==> src/rtl/regfile_wb_arbiter_pkg.sv <==
// Shared types for the register-file write-port arbiter.
// Register address/word types and the grant source enum.
package regfile_wb_arbiter_pkg;

    localparam int unsigned NREGS = 32;

    typedef logic [4:0]  creg_addr_t;
    typedef logic [31:0] word_t;

    typedef enum logic {
        WB_SRC_PIPE = 1'b0,
        WB_SRC_MD   = 1'b1
    } wb_src_e;

    function automatic logic is_x0(input creg_addr_t a);
        return a == '0;
    endfunction

endpackage

==> src/rtl/regfile_scoreboard.sv <==
// Pending-write scoreboard for mul/div destinations.
// Drives issue_ready and the decode RAW stall.
module regfile_scoreboard
    import regfile_wb_arbiter_pkg::*;
(
    input  logic       clk,
    input  logic       resetn,
    input  logic       issue_valid_i,
    input  creg_addr_t issue_addr_i,
    output logic       issue_ready_o,
    input  logic       clr_i,
    input  creg_addr_t clr_addr_i,
    input  creg_addr_t ra1_i,
    input  creg_addr_t ra2_i,
    output logic       stall_o
);

    logic [NREGS-1:0] pending_q;
    logic [NREGS-1:0] pending_d;
    logic             set;

    assign issue_ready_o = resetn &&
        (is_x0(issue_addr_i) || !pending_q[issue_addr_i]);

    assign set = issue_valid_i && issue_ready_o &&
        !is_x0(issue_addr_i);

    assign stall_o =
        (!is_x0(ra1_i) && pending_q[ra1_i]) ||
        (!is_x0(ra2_i) && pending_q[ra2_i]);

    // Set is applied after clear so a same-cycle reissue stays pending.
    always_comb begin
        pending_d = pending_q;
        if (clr_i) begin
            pending_d[clr_addr_i] = 1'b0;
        end
        if (set) begin
            pending_d[issue_addr_i] = 1'b1;
        end
        pending_d[0] = 1'b0;
    end

    always_ff @(posedge clk or negedge resetn) begin
        if (!resetn) begin
            pending_q <= '0;
        end else begin
            pending_q <= pending_d;
        end
    end

endmodule

==> src/rtl/regfile_wb_arbiter.sv <==
// Register-file write-port arbiter: pipeline writeback vs mul/div.
// Optional same-cycle bypass outputs under REGFILE_WB_BYPASS_EN.
module regfile_wb_arbiter
    import regfile_wb_arbiter_pkg::*;
#(
    parameter int unsigned MAX_WAIT = 4
) (
    input  logic       clk,
    input  logic       resetn,
    input  logic       wb_valid,
    output logic       wb_ready,
    input  creg_addr_t wb_addr,
    input  word_t      wb_data,
    input  logic       md_valid,
    output logic       md_ready,
    input  creg_addr_t md_addr,
    input  word_t      md_data,
    input  logic       md_issue_valid,
    output logic       md_issue_ready,
    input  creg_addr_t md_issue_addr,
    input  creg_addr_t ra1,
    input  creg_addr_t ra2,
    output logic       stall,
    output creg_addr_t wa3,
    output word_t      wd3,
    output logic       we3
`ifdef REGFILE_WB_BYPASS_EN
    ,
    output logic       fwd1_hit,
    output logic       fwd2_hit,
    output word_t      fwd_data
`endif
);

    localparam logic [3:0] CNT_MAX = 4'(MAX_WAIT);

    logic [3:0] cnt_q;
    logic [3:0] cnt_d;
    logic       starved;
    logic       wb_go;
    logic       md_go;
    wb_src_e    src;
    creg_addr_t sel_addr;
    word_t      sel_data;

    creg_addr_t wa3_q;
    creg_addr_t wa3_d;
    word_t      wd3_q;
    word_t      wd3_d;
    logic       we3_q;
    logic       we3_d;

    assign starved  = cnt_q == CNT_MAX;
    assign wb_ready = resetn && !(md_valid && starved);
    assign md_ready = resetn && (!wb_valid || starved);
    assign wb_go    = wb_valid && wb_ready;
    assign md_go    = md_valid && md_ready;
    assign src      = md_go ? WB_SRC_MD : WB_SRC_PIPE;

    always_comb begin
        sel_addr = wb_addr;
        sel_data = wb_data;
        unique case (src)
            WB_SRC_MD: begin
                sel_addr = md_addr;
                sel_data = md_data;
            end
            WB_SRC_PIPE: begin
                sel_addr = wb_addr;
                sel_data = wb_data;
            end
        endcase
    end

    always_comb begin
        cnt_d = cnt_q;
        we3_d = 1'b0;
        wa3_d = wa3_q;
        wd3_d = wd3_q;
        if (md_go) begin
            cnt_d = '0;
        end else if (md_valid && !md_ready && !starved) begin
            cnt_d = cnt_q + 4'd1;
        end
        if (wb_go || md_go) begin
            wa3_d = sel_addr;
            wd3_d = sel_data;
            we3_d = !is_x0(sel_addr);
        end
    end

    always_ff @(posedge clk or negedge resetn) begin
        if (!resetn) begin
            cnt_q <= '0;
            we3_q <= 1'b0;
            wa3_q <= '0;
            wd3_q <= '0;
        end else begin
            cnt_q <= cnt_d;
            we3_q <= we3_d;
            wa3_q <= wa3_d;
            wd3_q <= wd3_d;
        end
    end

    assign wa3 = wa3_q;
    assign wd3 = wd3_q;
    assign we3 = we3_q;

    regfile_scoreboard u_sb (
        .clk           (clk),
        .resetn        (resetn),
        .issue_valid_i (md_issue_valid),
        .issue_addr_i  (md_issue_addr),
        .issue_ready_o (md_issue_ready),
        .clr_i         (md_go),
        .clr_addr_i    (md_addr),
        .ra1_i         (ra1),
        .ra2_i         (ra2),
        .stall_o       (stall)
    );

`ifdef REGFILE_WB_BYPASS_EN
    assign fwd1_hit = we3_q && (wa3_q == ra1) && !is_x0(ra1);
    assign fwd2_hit = we3_q && (wa3_q == ra2) && !is_x0(ra2);
    assign fwd_data = wd3_q;
`endif

endmodule

==> config.mk <==
export PLATFORM = sky130hd
export DESIGN_NAME = regfile_wb_arbiter
export DESIGN_NICKNAME = d
export VERILOG_FILES = /design/src/rtl/regfile_wb_arbiter_pkg.sv /design/src/rtl/regfile_scoreboard.sv /design/src/rtl/regfile_wb_arbiter.sv
export SDC_FILE = /design/constraint.sdc
export NUM_CORES = 1
export LEC_CHECK = 0
export BUFFER_PORTS_ARGS = -buffer_cell sky130_fd_sc_hd__buf_4
export CAP_MARGIN = 0
export CORE_UTILIZATION = 34
export CTS_CLUSTER_DIAMETER = 30
export CTS_CLUSTER_SIZE = 12
export DETAILED_ROUTE_END_ITERATION = 10
export HOLD_SLACK_MARGIN = 0.12
export PLACE_DENSITY = 0.68
export SLEW_MARGIN = 0
export SYNTH_ARGS = -nofsm -noshare
export SYNTH_HDL_FRONTEND = slang
export SYNTH_HIERARCHICAL = 1
export SYNTH_SLANG_ARGS = --single-unit
==> constraint.sdc <==
create_clock -name clk -period 2.09 [get_ports clk]
set_clock_uncertainty 0.15 [all_clocks]
set_input_delay 0.209 -clock clk [delete_from_list [all_inputs] [get_ports clk]]
set_output_delay 0.209 -clock clk [all_outputs]
set_load 0.02 [all_outputs]
==> impl_metrics.py, run 1 <==
metrics = {
    "final_layout": {
        "n_antenna_cell": 0,
        "fin_area_um2": 7180,
        "fillers": 1073,
        "area_growth_pct": 61.9,
        "number_of_nets_in_the_finished_design": 729,
        "multi_input_gate_area_um2": 2550,
        "drive_gt1_share_pct": 40.9,
        "ff_latch_area_um2": 1830,
        "finalCoreUtilization_pct": 56.7,
    },
    "synth": {
        "syn-num-nets": 494,
        "netlist_top_cells_area": "sky130_fd_sc_hd__dfrtp_1 41%, sky130_fd_sc_hd__o2111a_1 9.4%, sky130_fd_sc_hd__a221o_1 8.3%",
        "ys.flop_type": "sky130_fd_sc_hd__dfrtp_1",
        "yosysWarningCount": 6,
        "cell_type_with_the_largest_total_area_after_synthesis": "sky130_fd_sc_hd__dfrtp_1",
        "syn-mean-instance-area_um2": 11.1,
        "syn_area_um2": 4440,
        "ys_async_rst_share_pct": 100,
        "synthMostInstantiatedCell": "sky130_fd_sc_hd__dfrtp_1",
        "ys_seq_elements": 73,
        "synth.cells.most_frequent": "73 x sky130_fd_sc_hd__dfrtp_1, 52 x sky130_fd_sc_hd__o21ai_0, 37 x sky130_fd_sc_hd__a221o_1, 37 x sky130_fd_sc_hd__o2111a_1, 23 x sky130_fd_sc_hd__nand2_1",
        "yosys.area.top_type_share_pct": 41.2,
        "synth-edff-count": 0,
        "seq_area_frac_synth_pct": 41.2,
        "yosysUniqueCellTypes": 51,
        "post_synth_inst_count": 398,
    },
    "drt": {
        "wirelength_mm": 16.7,
        "dr.pass1.iters": 4,
        "drc": 0,
        "drt_iter0_markers": 272,
        "detailroute.via_count": 4762,
        "vias_per_cell": 5.88,
        "antenna_violating_nets_remaining": 0,
        "routed_wire_length_per_instance_um": 20.7,
    },
    "global_route": {
        "antenna_violations_before_repair": 0,
        "total_routing_resource_utilization_after_global_routing_pct": 25.7,
        "grt_pass1_vias": 4934,
        "first_pass_grt_wire_length_mm": 26.1,
        "global_route_congestion_overflow_total": 0,
        "grt_start_max_net_pins": 49,
    },
    "floorplan": {
        "floorplan.rows": 41,
        "floorplan_die_area_um2": 13500,
        "floorplan.initialDensity_pct": 35.0,
        "core_area_um2": 12700,
        "top_level_ports": 136,
        "dieWidth_um": 116,
        "die-height_um": 116,
    },
    "critical_path": {
        "critical_path.slowest_cell": "sky130_fd_sc_hd__or4b_4",
        "cp_max_fo": 4,
        "critical-path-top-delay-family": "simple AND/OR/NAND/NOR gates",
        "cp_data_arrival_time_ns": 2.23,
        "slowest_delay_ns": 0.54,
        "critical_path.endpoint_type": "output port",
        "worstPathRequired_ns": 1.73,
        "worstPathCellList": "mux4_2, o2111ai_2, o41ai_2, or4b_4, buf_6",
        "path_buf_inv": 1,
        "worstSetupStartpointType": "register",
        "crit_type": "register to output port",
    },
    "placement": {
        "cell_area_placed_um2": 5850,
        "placement.io_buffers": 135,
        "dp_hpwl_mm": 10.6,
        "gp_routability_congestion": 0.936,
    },
    "timing": {
        "timing.final.hold_violations": 0,
        "layout_min_cycle_time_ns": 2.59,
        "slew_viol_final": 0,
        "grt_setup_unrepaired": "true",
        "report.final.setup_viol": 17,
        "period_share_pct": 124,
        "setup_ws_ns": -0.503,
        "timing.slew.headroom_pct": 57.7,
        "transition_time_at_the_pin_with_the_least_slew_margin_ns": 0.626,
        "max_freq_mhz": 386,
    },
    "hold_path": {
        "worstHoldPathType": "primary input to register",
    },
    "clock_tree": {
        "clock_buffer_count_from_cts": 9,
        "clk_transition_reported_paths_ns": 0.06,
        "clock_tree_from_tritoncts": "done",
        "clock-root-buffer": "sky130_fd_sc_hd__clkbuf_16",
        "htree_num_levels": 3,
        "cts_buffer_depth": 2,
        "insertion_delay_ns": 0.34,
        "cts.sink_count": 73,
    },
    "power": {
        "ir_worst_vdd_v": 0.000421,
        "power.leakage_nw": 3.08,
        "power_per_cell_area_nw_per_um2": 859,
    },
    "outcome": {
        "violations": "setup timing",
        "status": "finished, violations left",
    },
    "flow_run": {
        "max_cap_violations": 0,
    },
}
[path summary, 6_finish.rpt]
check | cells past startpoint | start | slack (ns) | endpoint
setup / recovery | 5 | u_sb/pending_q[8]$_DFF_PN0_ | -0.50 | stall
hold / removal | 3 | wb_data[8] | 0.14 | wd3[8]$_DFFE_PN0P_
setup reg to reg | 7 | u_sb/pending_q[15]$_DFF_PN0_ | -0.13 | u_sb/pending_q[21]$_DFF_PN0_
hold reg to reg | 1 | wa3[3]$_DFFE_PN0P_ | 0.36 | wa3[3]$_DFFE_PN0P_
max in group asynchronous | 3 | resetn | 1.02 | u_sb/pending_q[19]$_DFF_PN0_
min in group asynchronous | 3 | resetn | 0.17 | cnt_q[2]$_DFFE_PN0P_
[cells in the final DEF, fill, tap and decap left out, drive strengths merged, types with 9 or more instances in the layout]
cell,n
buf,182
dlygate4sd3,77
dfrtp,73
o21ai,61
o2111a,37
a221o,37
nand2,23
mux4,17
clkbuf,10
nor2,9
nand3,9
[sequential cells by signal, summed over array words and instances, names as in the netlist]
| signal | flops |
|---|---|
| u_sb/pending_q | 31 |
| we3 | 1 |
| wa3 | 5 |
| wd3 | 32 |
| cnt_q | 4 |
[logic make-up after synthesis]
| family | count (synthesis) | share of synthesized area, % |
|---|---|---|
| fa+ha+maj | 2 | 0.564 |
| buf+inv | 43 | 4.60 |
| flops | 73 | 41.2 |
| mux | 30 | 12.0 |
| compound gates | 165 | 30.7 |
| simple gates | 85 | 10.9 |
[routing by layer]
layer  global-route usage (%)  vias up  routed length [um]
li1                         -     2112                   -
met1                     31.9     2348                6790
met2                     41.6      255                8070
met3                     6.75       47                1390
met4                     12.5        0                 495
met5                        0        -                   0
[cell type report]
class	instances	share of cell area, %
well taps	172	3.00
clock inverters	6	1.46
repair buffers	260	30.9
inverters	7	0.366
flip-flops and latches	73	25.5
clock buffers	10	3.33
multi-input cells	282	35.5
[metrics by stage]
step           setup slack [ns]  hold slack, ns  std cells  total power [W]  TNS (ns)
2_1_floorplan           0.00594          -0.237        398          0.00310         0
3_3_place_gp             -0.159         -0.0909        711          0.00401    -0.649
3_5_place_dp             -0.154         -0.0883        711          0.00405    -0.892
4_1_cts                  -0.507           0.121        804          0.00608     -2.13
5_1_grt                  -0.571           0.148        810          0.00645     -3.06
6_report                 -0.503           0.143        810          0.00617     -2.46
[report_power, final]
group	switching [W]	leakage (nW)	internal, W	total (W)
logic	0.00108	2.01	0.00120	0.00228
clock network	0.000618	0.172	0.00119	0.00181
registers	0.000323	0.903	0.00175	0.00208
total	0.00202	3.08	0.00415	0.00617
[worst register-to-register path, delay by kind of cell (launching register included)]
kind | cells | cell delay (ns)
AO/OA/AOI/OAI | 4 | 0.77
buffers and inverters | 2 | 0.34
flip-flops | 1 | 0.41
multiplexers | 1 | 0.48
[repair_timing]
| action | CTS | global route |
|---|---|---|
| hold endpoints to repair | 112 | 13 |
| gates resized for setup | 21 | 39 |
| hold buffers | 75 | 3 |
| setup endpoints to repair | 16 | 70 |
| setup buffers | 2 | 4 |
| pin swaps | 5 | 5 |
No activity file was read; power rests on OpenSTA's default activity.
==> inputs of run 2 (changes only) <==
Settings changed: SYNTH_HIERARCHICAL 1 to unset.
==> impl_metrics.py, run 2 <==
metrics = {
    "synth": {
        "synthMostInstantiatedCell": "sky130_fd_sc_hd__dfrtp_1",
        "syn_area_um2": 4260,
        "ys.flop_type": "sky130_fd_sc_hd__dfrtp_1",
        "yosysUniqueCellTypes": 47,
        "seq_area_frac_synth_pct": 42.9,
        "ys_seq_elements": 73,
        "syn-mean-instance-area_um2": 10.4,
        "synth.cells.most_frequent": "73 x sky130_fd_sc_hd__dfrtp_1, 56 x sky130_fd_sc_hd__o21ai_0, 50 x sky130_fd_sc_hd__mux2i_1, 49 x sky130_fd_sc_hd__nand2_1, 23 x sky130_fd_sc_hd__o31ai_1",
        "yosys.area.top_type_share_pct": 42.9,
        "ys_async_rst_share_pct": 100,
        "netlist_top_cells_area": "sky130_fd_sc_hd__dfrtp_1 43%, sky130_fd_sc_hd__mux2i_1 12%, sky130_fd_sc_hd__mux4_2 10%",
        "syn-num-nets": 504,
        "yosysWarningCount": 0,
        "synth-edff-count": 0,
        "cell_type_with_the_largest_total_area_after_synthesis": "sky130_fd_sc_hd__dfrtp_1",
        "post_synth_inst_count": 408,
    },
    "global_route": {
        "global_route_congestion_overflow_total": 0,
        "antenna_violations_before_repair": 0,
        "total_routing_resource_utilization_after_global_routing_pct": 25.0,
        "first_pass_grt_wire_length_mm": 24.8,
        "grt_start_max_net_pins": 76,
        "grt_pass1_vias": 4746,
    },
    "timing": {
        "final_setup_tns_ns": -6.20,
        "timing.final.hold_violations": 0,
        "slew_viol_final": 0,
        "timing.slew.headroom_pct": 51.1,
        "layout_min_cycle_time_ns": 2.45,
        "report.final.setup_viol": 29,
        "setup_ws_ns": -0.361,
        "grt_setup_unrepaired": "true",
        "hold_slack_ns": 0.214,
        "period_share_pct": 117,
        "max_freq_mhz": 408,
        "transition_time_at_the_pin_with_the_least_slew_margin_ns": 0.732,
    },
    "drt": {
        "detailroute.via_count": 4550,
        "antenna_violating_nets_remaining": 0,
        "wirelength_mm": 17.0,
        "drc": 0,
        "routed_wire_length_per_instance_um": 20.1,
        "dr.pass1.iters": 4,
        "drt_iter0_markers": 241,
        "vias_per_cell": 5.38,
    },
    "outcome": {
        "status": "finished, violations left",
        "violations": "setup timing",
    },
    "critical_path": {
        "cp_data_arrival_time_ns": 2.09,
        "worstSetupStartpointType": "register",
        "worstPathRequired_ns": 1.73,
        "critical_path.slowest_cell": "sky130_fd_sc_hd__mux4_2",
        "regToRegSetupSlack_ns": -0.30,
        "rr_endpoint": "u_sb.pending_q[16]$_DFF_PN0_",
        "crit_type": "register to output port",
        "critical_path.reg2reg.startpoint": "u_sb.pending_q[13]$_DFF_PN0_",
        "critical_path.endpoint_type": "output port",
        "worst-r2r-cell-count": 9,
        "slowest_delay_ns": 0.47,
        "worstPathCellList": "buf_4, mux4_2, nand3b_1, o21ai_0, a2111o_1, buf_6",
        "cp_max_fo": 3,
    },
    "clock_tree": {
        "cts_buffer_depth": 2,
        "htree_num_levels": 3,
        "clock_buffer_count_from_cts": 9,
        "clk_transition_reported_paths_ns": 0.06,
        "clock_tree_from_tritoncts": "done",
        "insertion_delay_ns": 0.33,
        "clock-root-buffer": "sky130_fd_sc_hd__clkbuf_16",
        "cts.sink_count": 73,
    },
    "floorplan": {
        "core_area_um2": 12100,
        "floorplan.rows": 40,
        "floorplan.initialDensity_pct": 35.2,
        "floorplan_die_area_um2": 13000,
        "dieWidth_um": 114,
        "die-height_um": 114,
        "top_level_ports": 136,
    },
    "flow_run": {
        "max_cap_violations": 0,
    },
    "final_layout": {
        "stdcell_count": 845,
        "area_growth_pct": 78.8,
        "mostFrequentLayoutCell": "sky130_fd_sc_hd__buf_4",
        "drive_gt1_share_pct": 46.4,
        "n_antenna_cell": 0,
        "finalCoreUtilization_pct": 62.9,
        "layout_common_cells": "174 x sky130_fd_sc_hd__buf_4, 77 x sky130_fd_sc_hd__dlygate4sd3_1, 73 x sky130_fd_sc_hd__dfrtp_1",
        "number_of_nets_in_the_finished_design": 768,
        "largest_register_ff_count": 32,
        "fin_area_um2": 7620,
    },
    "hold_path": {
        "min_from": "md_issue_addr[4]",
        "hold_path_sink": "u_sb.pending_q[1]$_DFF_PN0_",
        "timing.hold.worst_path_depth": 4,
        "worstHoldPathType": "primary input to register",
    },
    "placement": {
        "cell_area_placed_um2": 5680,
        "placed_cells": 722,
        "gp_routability_congestion": 0.859,
        "placement.io_buffers": 135,
        "dp_hpwl_mm": 9.70,
    },
    "power": {
        "power_per_cell_area_nw_per_um2": 727,
        "ir_worst_vdd_v": 0.000394,
        "power.leakage_nw": 3.52,
    },
}
-- run 2: layout make-up --
class	count	area (um2)
tap	168	210
inverter	7	26.3
timing repair buffer	282	2560
sequential	73	1830
clock buffer	11	243
multi-input combinational	299	2700
clock inverter	5	55.1
fill	943	4490
-- run 2: report_power, final --
part / total [W] / switching [W] / internal, W
combinational: 0.00212 / 0.000975 / 0.00115
clock: 0.00155 / 0.000599 / 0.000953
sequential: 0.00187 / 0.000208 / 0.00166
total: 0.00554 / 0.00178 / 0.00376
-- run 2: cell families after synthesis --
group,after synthesis,share of synthesized area [%]
buf+inv,36,4.05
compound gates,130,18.8
mux,69,21.8
fa+ha+maj,2,0.587
simple gates,98,11.9
flops,73,42.9
-- run 2: per-layer routing --
| layer | wire, um | vias to the layer above | global-route usage, % | part of all wire, % |
|---|---|---|---|---|
| li1 | - | 2069 | - | - |
| met4 | 351 | 0 | 9.44 | 2.1 |
| met2 | 8400 | 229 | 42.0 | 49 |
| met3 | 1430 | 22 | 5.74 | 8.4 |
| met1 | 6800 | 2230 | 31.5 | 40 |
| met5 | 0 | - | 0 | 0 |
-- run 2: how the worst max path moves through the flow --
stage	from	endpoint	slack [ns]	cells after the start
after floorplan	cnt_q[0]$_DFFE_PN0P_	cnt_q[3]$_DFFE_PN0P_	0.009	7
after global placement	cnt_q[0]$_DFFE_PN0P_	u_sb.pending_q[21]$_DFF_PN0_	-0.11	8
after detailed placement	u_sb.pending_q[18]$_DFF_PN0_	stall	-0.11	6
after CTS	u_sb.pending_q[13]$_DFF_PN0_	stall	-0.36	6
after global routing	u_sb.pending_q[13]$_DFF_PN0_	stall	-0.44	6
final	u_sb.pending_q[26]$_DFF_PN0_	stall	-0.36	6
-- run 2: timing repair --
item,in CTS,in global routing
cloned,3,5
gates resized for setup,84,68
setup buffers,13,12
setup endpoints to repair,66,69
pin swaps,30,15
hold buffers,77,0
hold endpoints to repair,117,0
-- run 2: critical path, delay by kind of cell, from the launching register on --
family          cells  cell delay (ns)
compound gates      2             0.52
buf+inv             2             0.28
flops               1             0.39
mux                 1             0.47
simple gates        1             0.09
-- run 2: through the flow --
step           setup slack (ns)  power [W]
2_1_floorplan           0.00941    0.00266
3_3_place_gp             -0.108    0.00332
3_5_place_dp             -0.106    0.00338
4_1_cts                  -0.361    0.00531
5_1_grt                  -0.443    0.00578
6_report                 -0.361    0.00554
==> inputs of run 3 (changes only) <==
Settings changed: RECOVER_POWER set to 25.
==> impl_metrics.py, run 3 (same netlist as run 2, synthesis figures left out) <==
metrics = {
    "drt": {
        "drc": 0,
        "drt_iter0_markers": 250,
        "dr.pass1.iters": 4,
        "antenna_violating_nets_remaining": 0,
        "wirelength_mm": 17.0,
        "routed_wire_length_per_instance_um": 20.1,
        "detailroute.via_count": 4575,
        "vias_per_cell": 5.41,
    },
    "power": {
        "switching_share_pct": 32.2,
        "share_clk_of_total_power_pct": 28.0,
        "power_per_cell_area_nw_per_um2": 728,
        "net_switching_component_of_the_power_w": 0.00178,
        "power_frac_comb_pct": 38.3,
        "internal_power_contribution_w": 0.00376,
        "sequentialPowerShare_pct": 33.7,
        "totalPowerFinal_w": 0.00554,
        "power.leakage_nw": 3.52,
        "ir_worst_vdd_v": 0.000394,
    },
    "timing": {
        "max_freq_mhz": 409,
        "layout_min_cycle_time_ns": 2.45,
        "timing.slew.headroom_pct": 31.1,
        "transition_time_at_the_pin_with_the_least_slew_margin_ns": 1.03,
        "slew_viol_final": 0,
        "grt_setup_unrepaired": "true",
        "report.final.setup_viol": 33,
        "hold_slack_ns": 0.209,
        "timing.final.hold_violations": 0,
        "period_share_pct": 117,
        "setup_ws_ns": -0.358,
    },
    "critical_path": {
        "worst-r2r-cell-count": 9,
        "cp_max_fo": 3,
        "crit_type": "register to output port",
        "worstSetupStartpointType": "register",
        "critical_path.endpoint_type": "output port",
        "critical_path.slowest_cell": "sky130_fd_sc_hd__mux4_2",
        "worstPathRequired_ns": 1.73,
        "crit_path_to": "stall",
        "crit_cells": 6,
        "regToRegSetupSlack_ns": -0.31,
        "slowest_delay_ns": 0.47,
        "path_buf_inv": 2,
        "worst_setup_path_startpoint": "u_sb.pending_q[26]$_DFF_PN0_",
        "rr_endpoint": "u_sb.pending_q[16]$_DFF_PN0_",
        "critical-path-top-delay-family": "compound AO/OA/AOI/OAI gates",
        "critical_path.reg2reg.startpoint": "u_sb.pending_q[13]$_DFF_PN0_",
        "worstPathCellList": "buf_4, mux4_2, nand3b_1, o21ai_0, a2111o_1, buf_6",
        "cp_data_arrival_time_ns": 2.09,
    },
    "global_route": {
        "antenna_violations_before_repair": 0,
        "grt_start_max_net_pins": 76,
        "first_pass_grt_wire_length_mm": 24.8,
        "total_routing_resource_utilization_after_global_routing_pct": 25.0,
        "grt_pass1_vias": 4746,
        "global_route_congestion_overflow_total": 0,
    },
    "hold_path": {
        "timing.hold.worst_path_depth": 4,
        "worstHoldPathType": "primary input to register",
    },
    "clock_tree": {
        "htree_num_levels": 3,
        "cts.sink_count": 73,
        "cts_buffer_depth": 2,
        "clock_tree_from_tritoncts": "done",
        "clk_transition_reported_paths_ns": 0.06,
        "clock-root-buffer": "sky130_fd_sc_hd__clkbuf_16",
        "insertion_delay_ns": 0.33,
        "clock_buffer_count_from_cts": 9,
    },
    "final_layout": {
        "layout_common_cells": "172 x sky130_fd_sc_hd__buf_4, 77 x sky130_fd_sc_hd__dlygate4sd3_1, 73 x sky130_fd_sc_hd__dfrtp_1",
        "area_growth_pct": 78.7,
        "mostFrequentLayoutCell": "sky130_fd_sc_hd__buf_4",
        "fin_area_um2": 7620,
        "n_antenna_cell": 0,
        "largest_register_ff_count": 32,
        "finalCoreUtilization_pct": 62.9,
        "number_of_nets_in_the_finished_design": 768,
        "drive_gt1_share_pct": 46.2,
    },
    "placement": {
        "dp_hpwl_mm": 9.70,
        "post-place-ws_ns": -0.106,
        "gp_routability_congestion": 0.859,
        "cell_area_placed_um2": 5680,
        "placement.io_buffers": 135,
    },
    "floorplan": {
        "floorplan.initialDensity_pct": 35.2,
        "floorplan_die_area_um2": 13000,
        "die-height_um": 114,
        "dieWidth_um": 114,
        "core_area_um2": 12100,
        "floorplan.rows": 40,
        "top_level_ports": 136,
    },
    "outcome": {
        "status": "finished, violations left",
        "violations": "setup timing",
    },
    "flow_run": {
        "max_cap_violations": 0,
    },
}
-- run 3: cell types whose count changed in the layout (fill, tap and decap cells not counted) --
cell and delta:
sky130_fd_sc_hd__clkbuf_1 +1, sky130_fd_sc_hd__clkbuf_2 +1, sky130_fd_sc_hd__buf_4 -2
-- run 3: metrics by stage --
step / setup TNS (ns) / std cells
6_report: -6.49 / 845
5_1_grt: -11.13 / 845
4_1_cts: -3.03 / 831
3_5_place_dp: -1.93 / 722
3_3_place_gp: -1.47 / 722
2_1_floorplan: 0 / 408
-- run 3: power groups by stage --
stage / sequential (W) / clock, W / combinational (W)
after floorplan: 0.00195 / 0 / 0.000711
after global routing: 0.00189 / 0.00164 / 0.00225
after CTS: 0.00185 / 0.00157 / 0.00188
after detailed placement: 0.00187 / 0 / 0.00151
after global placement: 0.00185 / 0 / 0.00147
final: 0.00187 / 0.00155 / 0.00212
-- run 3: area by class of cell --
type / instances / area (um2)
Clock buffer: 11 / 243
Clock inverter: 5 / 55.1
Fill cell: 944 / 4490
Inverter: 7 / 26.3
Multi-Input combinational cell: 299 / 2700
Sequential cell: 73 / 1830
Tap cell: 168 / 210
Timing Repair Buffer: 282 / 2550
-- run 3: layer usage --
layer  global-route usage [%]  part of all wire [%]  up-vias
li1                         -                     -     2070
met1                     31.5                    40     2261
met2                     42.0                    49      222
met3                     5.74                   8.0       22
met4                     9.44                   2.2        0
met5                        0                     0        -
-- run 3: what timing repair did --
item / 4_1_cts / 5_1_grt
gates cloned: 3 / 5
setup endpoints to repair: 66 / 69
pin swaps: 30 / 15
hold endpoints to repair: 117 / 0
hold buffers: 77 / 0
setup buffers: 13 / 12
gates resized for setup: 84 / 68
-- run 3: worst register-to-register path, cell delays in order (launching register included) --
cell and delay (ns):
sky130_fd_sc_hd__dfrtp_1 0.39, sky130_fd_sc_hd__buf_6 0.12, sky130_fd_sc_hd__mux4_2 0.43, sky130_fd_sc_hd__nor2b_4 0.14, sky130_fd_sc_hd__a31oi_4 0.18, sky130_fd_sc_hd__nand4b_4 0.18
sky130_fd_sc_hd__buf_6 0.17, sky130_fd_sc_hd__buf_8 0.13, sky130_fd_sc_hd__buf_6 0.13, sky130_fd_sc_hd__o31ai_2 0.25
-- run 3: how the worst min path moves through the flow --
stage	start	to
4_1_cts	md_issue_addr[4]	u_sb.pending_q[3]$_DFF_PN0_
2_1_floorplan	resetn	cnt_q[0]$_DFFE_PN0P_
5_1_grt	md_issue_addr[4]	u_sb.pending_q[3]$_DFF_PN0_
3_3_place_gp	resetn	cnt_q[3]$_DFFE_PN0P_
6_report	md_issue_addr[4]	u_sb.pending_q[3]$_DFF_PN0_
3_5_place_dp	resetn	cnt_q[3]$_DFFE_PN0P_
